--- src/rtl/cache_refill_ctrl_if.sv ---
`default_nettype none
// ============================================================================
//  Module      : cache_refill_ctrl_if
//  Description : Bundle of the cache-side miss handshake and the memory-side
//                word request/ack port of the refill controller.
//                master = cache + backing memory, slave = refill controller.
//  Revision    : 1.0  initial release
// ============================================================================
interface cache_refill_ctrl_if #(
    parameter int ADDR_WIDTH     = 32,
    parameter int DATA_WIDTH     = 32,
    parameter int WORDS_PER_LINE = 4
);
    // cache side
    logic                                 miss_req;
    logic [ADDR_WIDTH-1:0]                miss_addr;
    logic                                 victim_dirty;
    logic [ADDR_WIDTH-1:0]                victim_addr;
    logic [DATA_WIDTH*WORDS_PER_LINE-1:0] victim_data;
    logic                                 busy;
    logic                                 miss_done;
    logic [DATA_WIDTH*WORDS_PER_LINE-1:0] fill_data;
    logic                                 crit_valid;
    // memory side
    logic                                 mem_req;
    logic                                 mem_we;
    logic [ADDR_WIDTH-1:0]                mem_addr;
    logic [DATA_WIDTH-1:0]                mem_wdata;
    logic                                 mem_ack;
    logic [DATA_WIDTH-1:0]                mem_rdata;

    modport master (
        output miss_req, miss_addr, victim_dirty, victim_addr, victim_data,
        output mem_ack, mem_rdata,
        input  busy, miss_done, fill_data, crit_valid,
        input  mem_req, mem_we, mem_addr, mem_wdata
    );

    modport slave (
        input  miss_req, miss_addr, victim_dirty, victim_addr, victim_data,
        input  mem_ack, mem_rdata,
        output busy, miss_done, fill_data, crit_valid,
        output mem_req, mem_we, mem_addr, mem_wdata
    );
endinterface
`default_nettype wire

--- src/rtl/cache_refill_ctrl.sv ---
`default_nettype none
// ============================================================================
//  Module      : cache_refill_ctrl
//  Description : Data-cache miss service engine. Writes back a dirty victim
//                line word by word, then fetches the missing line over a
//                req/ack word port and returns it with a one-cycle done pulse.
//                Optional macro CRITICAL_WORD_FIRST_EN: fill starts at the
//                missed word and wraps, with a crit_valid pulse after the
//                first fill word lands.
//  Revision    : 1.0  initial release
// ============================================================================
module cache_refill_ctrl #(
    parameter int ADDR_WIDTH     = 32,
    parameter int DATA_WIDTH     = 32,
    parameter int WORDS_PER_LINE = 4
) (
    input  logic                clk,
    input  logic                rst,
    cache_refill_ctrl_if.slave  bus
);

    localparam int c_OFF_W = $clog2(WORDS_PER_LINE);
    localparam int c_LSB   = c_OFF_W + 2;
    localparam int c_TAG_W = ADDR_WIDTH - c_LSB;

    localparam logic [1:0] c_IDLE = 2'd0;
    localparam logic [1:0] c_WB   = 2'd1;
    localparam logic [1:0] c_FILL = 2'd2;
    localparam logic [1:0] c_DONE = 2'd3;

    logic [1:0]            r_state;
    logic [c_OFF_W-1:0]    r_cnt;
    logic                  r_skip;
    logic [c_TAG_W-1:0]    r_victim_base;
    logic [c_TAG_W-1:0]    r_fill_base;
    logic [DATA_WIDTH-1:0] r_victim_words [WORDS_PER_LINE];
    logic [DATA_WIDTH-1:0] r_fill_words   [WORDS_PER_LINE];
    logic                  r_mem_req;
    logic                  r_mem_we;
    logic [ADDR_WIDTH-1:0] r_mem_addr;
    logic [DATA_WIDTH-1:0] r_mem_wdata;
`ifdef CRITICAL_WORD_FIRST_EN
    logic [c_OFF_W-1:0]    r_offset;
    logic                  r_crit_valid;
`endif

    logic [c_OFF_W-1:0]    w_cnt_inc;
    logic [c_OFF_W-1:0]    w_idx;
    logic [c_OFF_W-1:0]    w_idx_inc;
    logic [c_OFF_W-1:0]    w_fill_start;
    logic                  w_last;
    logic                  w_unused;

    // Word index arithmetic; all counters wrap naturally at the line size.
    always_comb begin
        w_cnt_inc = r_cnt + c_OFF_W'(1);
        w_last    = &r_cnt;
`ifdef CRITICAL_WORD_FIRST_EN
        w_fill_start = r_offset;
        w_idx        = r_offset + r_cnt;
`else
        w_fill_start = '0;
        w_idx        = r_cnt;
`endif
        w_idx_inc = w_idx + c_OFF_W'(1);
    end

    // Byte-in-line bits of the incoming addresses are not needed beyond the offset.
    assign w_unused = ^{bus.miss_addr[c_LSB-1:0], bus.victim_addr[c_LSB-1:0]};

    // Refill FSM: the first request of a transaction is issued one cycle after
    // acceptance; afterwards mem_req stays up and the next address is loaded
    // on the ack edge, including the WB-to-FILL handover.
    always_ff @(posedge clk) begin
        if (rst) begin
            r_state     <= c_IDLE;
            r_cnt       <= '0;
            r_skip      <= 1'b0;
            r_mem_req   <= 1'b0;
            r_mem_we    <= 1'b0;
            r_mem_addr  <= '0;
            r_mem_wdata <= '0;
            for (int i = 0; i < WORDS_PER_LINE; i++) r_fill_words[i] <= '0;
`ifdef CRITICAL_WORD_FIRST_EN
            r_offset     <= '0;
            r_crit_valid <= 1'b0;
`endif
        end else begin
`ifdef CRITICAL_WORD_FIRST_EN
            r_crit_valid <= 1'b0;
`endif
            case (r_state)
                c_IDLE: begin
                    r_skip <= 1'b0;
                    // The first IDLE cycle after DONE ignores a lingering miss_req.
                    if (bus.miss_req && !r_skip) begin
                        r_fill_base   <= bus.miss_addr[ADDR_WIDTH-1:c_LSB];
                        r_victim_base <= bus.victim_addr[ADDR_WIDTH-1:c_LSB];
                        for (int i = 0; i < WORDS_PER_LINE; i++)
                            r_victim_words[i] <= bus.victim_data[i*DATA_WIDTH +: DATA_WIDTH];
`ifdef CRITICAL_WORD_FIRST_EN
                        r_offset <= bus.miss_addr[c_LSB-1:2];
`endif
                        r_cnt   <= '0;
                        r_state <= bus.victim_dirty ? c_WB : c_FILL;
                    end
                end
                c_WB: begin
                    if (!r_mem_req) begin
                        r_mem_req   <= 1'b1;
                        r_mem_we    <= 1'b1;
                        r_mem_addr  <= {r_victim_base, r_cnt, 2'b00};
                        r_mem_wdata <= r_victim_words[r_cnt];
                    end else if (bus.mem_ack) begin
                        r_cnt <= w_cnt_inc;
                        if (w_last) begin
                            r_state     <= c_FILL;
                            r_mem_we    <= 1'b0;
                            r_mem_addr  <= {r_fill_base, w_fill_start, 2'b00};
                            r_mem_wdata <= '0;
                        end else begin
                            r_mem_addr  <= {r_victim_base, w_cnt_inc, 2'b00};
                            r_mem_wdata <= r_victim_words[w_cnt_inc];
                        end
                    end
                end
                c_FILL: begin
                    if (!r_mem_req) begin
                        r_mem_req  <= 1'b1;
                        r_mem_we   <= 1'b0;
                        r_mem_addr <= {r_fill_base, w_idx, 2'b00};
                    end else if (bus.mem_ack) begin
                        r_fill_words[w_idx] <= bus.mem_rdata;
                        r_cnt               <= w_cnt_inc;
`ifdef CRITICAL_WORD_FIRST_EN
                        if (r_cnt == '0) r_crit_valid <= 1'b1;
`endif
                        if (w_last) begin
                            r_state    <= c_DONE;
                            r_mem_req  <= 1'b0;
                            r_mem_addr <= '0;
                        end else begin
                            r_mem_addr <= {r_fill_base, w_idx_inc, 2'b00};
                        end
                    end
                end
                default: begin
                    r_state <= c_IDLE;
                    r_skip  <= 1'b1;
                end
            endcase
        end
    end

    assign bus.busy      = (r_state != c_IDLE);
    assign bus.miss_done = (r_state == c_DONE);
    assign bus.mem_req   = r_mem_req;
    assign bus.mem_we    = r_mem_we;
    assign bus.mem_addr  = r_mem_addr;
    assign bus.mem_wdata = r_mem_wdata;
`ifdef CRITICAL_WORD_FIRST_EN
    assign bus.crit_valid = r_crit_valid;
`else
    assign bus.crit_valid = 1'b0;
`endif

    // Repack the fill words into the flat line bus.
    for (genvar g = 0; g < WORDS_PER_LINE; g++) begin : g_pack
        assign bus.fill_data[g*DATA_WIDTH +: DATA_WIDTH] = r_fill_words[g];
    end

endmodule
`default_nettype wire
--- src/flat_wrapper.sv ---
// flat-port wrapper written by rule: the top's interface ports become plain ports
module cache_refill_ctrl_flat 
#(
    parameter int ADDR_WIDTH     = 32,
    parameter int DATA_WIDTH     = 32,
    parameter int WORDS_PER_LINE = 4
)
  (clk, rst, bus_miss_req, bus_miss_addr, bus_victim_dirty, bus_victim_addr, bus_victim_data, bus_mem_ack, bus_mem_rdata, bus_busy, bus_miss_done, bus_fill_data, bus_crit_valid, bus_mem_req, bus_mem_we, bus_mem_addr, bus_mem_wdata);
  cache_refill_ctrl_if #(.ADDR_WIDTH(ADDR_WIDTH), .DATA_WIDTH(DATA_WIDTH), .WORDS_PER_LINE(WORDS_PER_LINE)) bus_i ();
  input  logic clk;
  input  logic rst;
  input wire logic [$bits(bus_i.miss_req)-1:0] bus_miss_req;
  input wire logic [$bits(bus_i.miss_addr)-1:0] bus_miss_addr;
  input wire logic [$bits(bus_i.victim_dirty)-1:0] bus_victim_dirty;
  input wire logic [$bits(bus_i.victim_addr)-1:0] bus_victim_addr;
  input wire logic [$bits(bus_i.victim_data)-1:0] bus_victim_data;
  input wire logic [$bits(bus_i.mem_ack)-1:0] bus_mem_ack;
  input wire logic [$bits(bus_i.mem_rdata)-1:0] bus_mem_rdata;
  output wire logic [$bits(bus_i.busy)-1:0] bus_busy;
  output wire logic [$bits(bus_i.miss_done)-1:0] bus_miss_done;
  output wire logic [$bits(bus_i.fill_data)-1:0] bus_fill_data;
  output wire logic [$bits(bus_i.crit_valid)-1:0] bus_crit_valid;
  output wire logic [$bits(bus_i.mem_req)-1:0] bus_mem_req;
  output wire logic [$bits(bus_i.mem_we)-1:0] bus_mem_we;
  output wire logic [$bits(bus_i.mem_addr)-1:0] bus_mem_addr;
  output wire logic [$bits(bus_i.mem_wdata)-1:0] bus_mem_wdata;
  assign bus_i.miss_req = bus_miss_req;
  assign bus_i.miss_addr = bus_miss_addr;
  assign bus_i.victim_dirty = bus_victim_dirty;
  assign bus_i.victim_addr = bus_victim_addr;
  assign bus_i.victim_data = bus_victim_data;
  assign bus_i.mem_ack = bus_mem_ack;
  assign bus_i.mem_rdata = bus_mem_rdata;
  assign bus_busy = bus_i.busy;
  assign bus_miss_done = bus_i.miss_done;
  assign bus_fill_data = bus_i.fill_data;
  assign bus_crit_valid = bus_i.crit_valid;
  assign bus_mem_req = bus_i.mem_req;
  assign bus_mem_we = bus_i.mem_we;
  assign bus_mem_addr = bus_i.mem_addr;
  assign bus_mem_wdata = bus_i.mem_wdata;
  cache_refill_ctrl #(.ADDR_WIDTH(ADDR_WIDTH), .DATA_WIDTH(DATA_WIDTH), .WORDS_PER_LINE(WORDS_PER_LINE)) u_core (.clk(clk), .rst(rst), .bus(bus_i));
endmodule
--- config.mk ---
export PLATFORM = sky130hd
export DESIGN_NAME = cache_refill_ctrl_flat
export DESIGN_NICKNAME = d
export VERILOG_FILES = /design/src/rtl/cache_refill_ctrl_if.sv /design/src/rtl/cache_refill_ctrl.sv /design/src/flat_wrapper.sv
export SDC_FILE = /design/constraint.sdc
export NUM_CORES = 1
export LEC_CHECK = 0
export BUFFER_PORTS_ARGS = -buffer_cell sky130_fd_sc_hd__buf_2
export CAP_MARGIN = 15
export CORE_MARGIN = 5
export CORE_UTILIZATION = 55
export DETAILED_ROUTE_END_ITERATION = 8
export PLACE_DENSITY = 0.83
export SKIP_LAST_GASP = 1
export SLEW_MARGIN = 20
export SYNTH_ARGS = -nofsm -noshare
export SYNTH_HDL_FRONTEND = slang
export SYNTH_SLANG_ARGS = --single-unit
--- constraint.sdc ---
create_clock -name clk -period 21.4 [get_ports clk]
set_clock_uncertainty 0.2 [all_clocks]
set_input_delay 6.42 -clock clk [delete_from_list [all_inputs] [get_ports clk]]
set_output_delay 6.42 -clock clk [all_outputs]
set_load 0.05 [all_outputs]
---- Word level (Yosys, flattened, before mapping) ----
Memories as Yosys holds them, arrays and structs flattened. A register that Yosys moved wholly into a read port is not among the register bits.
Index checks and enable logic that the tools add are counted.
storage, ports and cells
  flip-flop bits (word level) ............. 127
  memory bits (writable) .................. 256
  input bits .............................. 229
  output and inout port bits .............. 197
  word-level logic and storage cells ...... 94
  memories ................................ 2
cells by class
  add/sub/neg operators ................... 1
  equal/unequal tests ..................... 17
  multiplexer cells ....................... 49
  bitwise operators ....................... 1
  reductions and logical operators ........ 15
memories
  memory                 depth  width  rd ports  clocked after Yosys merged registers in  wr ports  line                     source
  u_core.r_fill_words    4      32     4         0                                        4         cache_refill_ctrl.sv:37  logic [DATA_WIDTH-1:0] r_fill_words [WORDS_PER_LINE];
  u_core.r_victim_words  4      32     2         1                                        4         cache_refill_ctrl.sv:36  logic [DATA_WIDTH-1:0] r_victim_words [WORDS_PER_LINE];
operator list
  kind                                                             number
  32-bit two-way mux                                               10
  32-bit case mux with 2 select lines                              1
  32-bit OR reduction                                              1
  2-bit two-way mux                                                14
  1-bit two-way mux                                                19
  2-bit by 1-bit != test with 1-bit output, second input constant  7
  3-bit != test, second input constant                             3
  2-bit != test, second input constant                             4
  4-bit AND reduction                                              2
  7-bit AND reduction                                              1
  1-bit case mux with 2 select lines                               3
  2-bit case mux with 3 select lines                               1
  3-bit AND reduction                                              2
  2-bit nonzero test                                               3
  2-bit == test, second input constant                             2
  2-bit case mux with 2 select lines                               1
  2-bit AND reduction                                              2
  2-bit by 1-bit adder with 2-bit output, second input constant    1
  2-bit by 1-bit == test with 1-bit output, second input constant  1
  2-bit zero test                                                  1
  2-bit OR reduction                                               1
  1-bit logical AND                                                1
  1-bit zero test                                                  1
  1-bit NOT                                                        1

---- Longest topological paths before layout ----
  depth after elaboration ................. 7
  mapped depth ............................ 9
  mapped depth without buffers ............ 6

---- Least setup slack after synthesis ----
OpenSTA, ideal clock, no wires.
  path type ............................... input-to-reg
  from .................................... input port rst
  to ...................................... memory u_core.r_victim_words[0][0] (enable)
  library setup time ...................... 772 ps
  arrival time ............................ 15737 ps
  required time ........................... 20428 ps
  path slack .............................. 4691 ps
  stages on the path ...................... 4
  buffers on the path ..................... 3
  cell sequence ........................... clkbuf_1 > clkbuf_1 > clkbuf_1 > nor3_1
RTL lines
  item             line                     source
  start, declared  flat_wrapper.sv:11       input logic rst;
  end, declared    cache_refill_ctrl.sv:36

==> run_results.csv <==
group,metric,value,unit
finish,seq_area,0.01079,mm^2
finish,design_area,0.01921,mm^2
clock_network,clock_path_buffers,3,
global_routing,grt_max_degree,85,
floorplan,rows,61,
timing,slew_headroom,26.78,%
run_status,outcome,"complete, no violations",
yosys,synth_edf_count,312,
place,post-place-ws,12370,ps
yosys,yosysTopAreaCellShare,60.48,%
routing,dr.pass1.iters,5,
yosys,synth.area.top_cells,"edfxtp_1 60%, mux2i_1 10%, dfxtp_1 9.2%",
finish,stdcell_count,1941,
floorplan,die_area,0.03162,mm^2
timing,fmaxAchievable,117.9,MHz
global_routing,antenna_found_initial,18,
global_routing,grt_use_met3,5.177,%
yosys,synth.avg_cell_area,13.79,um^2
hold_path,min_from,"u_core.bus.mem_wdata[11]$_SDFFE_PP0P_",
place,portBuffers,414,
clock_network,cts_repair_resize_count,0,
finish,final_common_cell,"buf_2",
clock_network,cts.clk_slew.worst_paths,60,ps
routing,drt_drc_violations_left,0,
yosys,async_reset_ff_share,0,%
floorplan,core_area,0.02778,mm^2
floorplan,fp.dieH,177.8,um
finish,final_net_count,1748,
yosys,synthCells,1123,
critical_path,r2r_end,"u_core.r_fill_words[2][14]$_SDFFCE_PN0P_",
clock_network,clock-sinks,383,
yosys,yosys.area.top_type,"edfxtp_1",
critical_path,reg2reg_from,"u_core.r_state[0]$_SDFFE_PP0P_",
critical_path,path_class,"in -> reg",
timing,min_period,8480,ps
place,dp.cells,1850,
floorplan,start_util,55.76,%
routing,viasPerCell,5.485,
place,place_hpwl,25470,um
routing,num_vias,10650,
global_routing,grt_pass1_vias,10810,
clock_network,tritoncts,"built",
critical_path,crit_path_end_kind,"register",
clock_network,htreeDepth,2,
global_routing,grt.overflow.total,0,
finish,area_delta_synth_final,23.98,%
place,placed_cell_area,0.01785,mm^2
global_routing,grt_usage,23.70,%
global_routing,grt_pass1_wl,58120,um
routing,wl,39060,um
clock_network,cts_root_buffer,"clkbuf_16",
clock_network,post_cts_buffers,0,
critical_path,worst_ep_required_time,21330,ps
timing,rsz0062_at_grt,"false",
routing,post_drt_wl_per_cell,20.12,um
global_routing,grtUsageMet2,42.31,%
pwr,p_per_area,124.7,mW/mm^2
clock_network,cts_buffers,39,
critical_path,critPathMaxFanout,84,
place,place_congestion,0.8424,
critical_path,cp-start-kind,"input pin",
floorplan,fp.dieW,177.8,um
yosys,yosysWarnings,0,
hold_path,hp-class,"reg -> reg",
finish,multiInputGateArea,0.004395,mm^2
timing,slew_violations,0,
timing,layout_setup_ws,12920,ps
finish,drive_above_1_share,32.71,%
pwr,p_total,2.395,mW
global_routing,top_usage_layer,"met2",
clock_network,hold_buffers,0,
finish,final_cell_mix,"413 x buf_2, 312 x edfxtp_1, 163 x nor2_1, 159 x mux2i_1, 130 x and2_1",
yosys,ys_ff_latch,383,
timing,tightest_slew,1098,ps
yosys,syn_area,0.01549,mm^2
hold_path,hold_path_depth,2,
critical_path,rr_worst_depth,6,
timing,finalCritPeriodShare,39.62,%
timing,hold_violations,0,
floorplan,ioPinCount,426,
pwr,ir_drop,0.08632,mV
clock_network,clk_latency,520,ps
routing,drtAntennaViolNets,0,
yosys,synth_ff_type,"edfxtp_1",
routing,drt_iter0_drc,834,
timing,finalSetupTns,0,ps
global_routing,met1_usage,27.17,%
flow_run,max_cap_viol_count,0,
critical_path,r2r_slack,17690,ps
critical_path,critPathArrivalTime,8410,ps
hold_path,hold_end,"u_core.bus.mem_wdata[11]$_SDFFE_PP0P_",
finish,nFillCells,1948,
yosys,yosys.cell_types.count,38,
yosys,seq_area_frac_synth,69.66,%
pwr,p_leak,7.420,nW
timing,setup_viol_count_final,0,
==> cells in the mapped netlist (all sizes together), types with 2 or more instances <==
| cell | number |
|---|---|
| nand2b | 8 |
| a31oi | 28 |
| a22oi | 2 |
| nor2 | 163 |
| ha | 5 |
| edfxtp | 312 |
| nor3 | 34 |
| nor4 | 34 |
| a211oi | 29 |
| o22ai | 32 |
| nand3 | 3 |
| dfxtp | 71 |
| buf | 34 |
| a21oi | 2 |
| mux2i | 159 |
| inv | 5 |
| or2 | 4 |
| and2 | 131 |
| nand2 | 5 |
| clkbuf | 47 |
| a311oi | 2 |
==> how the worst max path moves through the flow <==
stage	cells after the start	slack [ps]	to	start
6_report	4	12920	u_core.r_victim_words[2][8]$_DFFE_PP_	rst
5_1_grt	4	12750	u_core.r_victim_words[0][8]$_DFFE_PP_	rst
4_1_cts	4	12910	u_core.r_victim_words[2][8]$_DFFE_PP_	rst
3_5_place_dp	4	12370	u_core.r_victim_words[0][26]$_DFFE_PP_	rst
3_3_place_gp	4	12430	u_core.r_victim_words[1][27]$_DFFE_PP_	rst
2_1_floorplan	4	4690	u_core.r_victim_words[0][0]$_DFFE_PP_	rst
==> critical path, stage by stage <==
cell and delay (ps):
buf_4 250, nor3_2 250, buf_4 520, buf_4 880
==> final cells by class <==
type	count	share of cell area [%]
timing repair buffer	429	11.51
clock buffer	47	5.511
multi-input combinational	656	22.89
antenna	19	0.2476
tap	378	2.463
inverter	5	0.09772
sequential	383	56.20
clock inverter	24	1.081
==> through the flow <==
| step | hold WS, ps | utilization (%) |
|---|---|---|
| after floorplan | 266.0 | - |
| after global placement | 276.1 | 64.27 |
| after detailed placement | 277.7 | 64.27 |
| after CTS | 290.2 | 68.83 |
| after global routing | 307.6 | 69.10 |
| final | 288.6 | 69.13 |
==> report_power, final <==
group	internal, mW	switching (mW)	total, mW
logic	0.214	0.534	0.748
clock network	0.390	0.274	0.665
registers	0.926	0.0555	0.982
total	1.53	0.864	2.39
==> registers in the layout, indices dropped and copies added (netlist names), named ones only <==
| signal | flops |
|---|---|
| u_core.r_cnt | 2 |
| u_core.bus.mem_we | 1 |
| u_core.r_state | 2 |
| u_core.r_skip | 1 |
| u_core.bus.mem_req | 1 |
| u_core.r_fill_base | 28 |
| u_core.bus.mem_addr | 30 |
| u_core.r_victim_base | 28 |
| u_core.r_fill_words | 128 |
| u_core.r_victim_words | 128 |
| u_core.bus.mem_wdata | 32 |
==> layer usage <==
| metal | vias to the layer above | wire (um) |
|---|---|---|
| li1 | 4938 | - |
| met1 | 5148 | 14170 |
| met2 | 463 | 20540 |
| met3 | 94 | 2838 |
| met4 | 4 | 1485 |
| met5 | - | 27 |
==> cell families (layout without fill, tap and decap cells) <==
kind of cell	Yosys count	count (layout)	share of synthesized area, %
flip-flops	383	383	69.66
AND/OR/NAND/NOR	387	387	12.76
AO/OA/AOI/OAI	102	102	4.458
other	1	22	0.02421
adder cells (fa/ha/maj)	5	5	0.4038
multiplexers	159	159	10.27
buffers and inverters	86	505	2.423
Note: power is estimated with default switching activity, not from simulation.
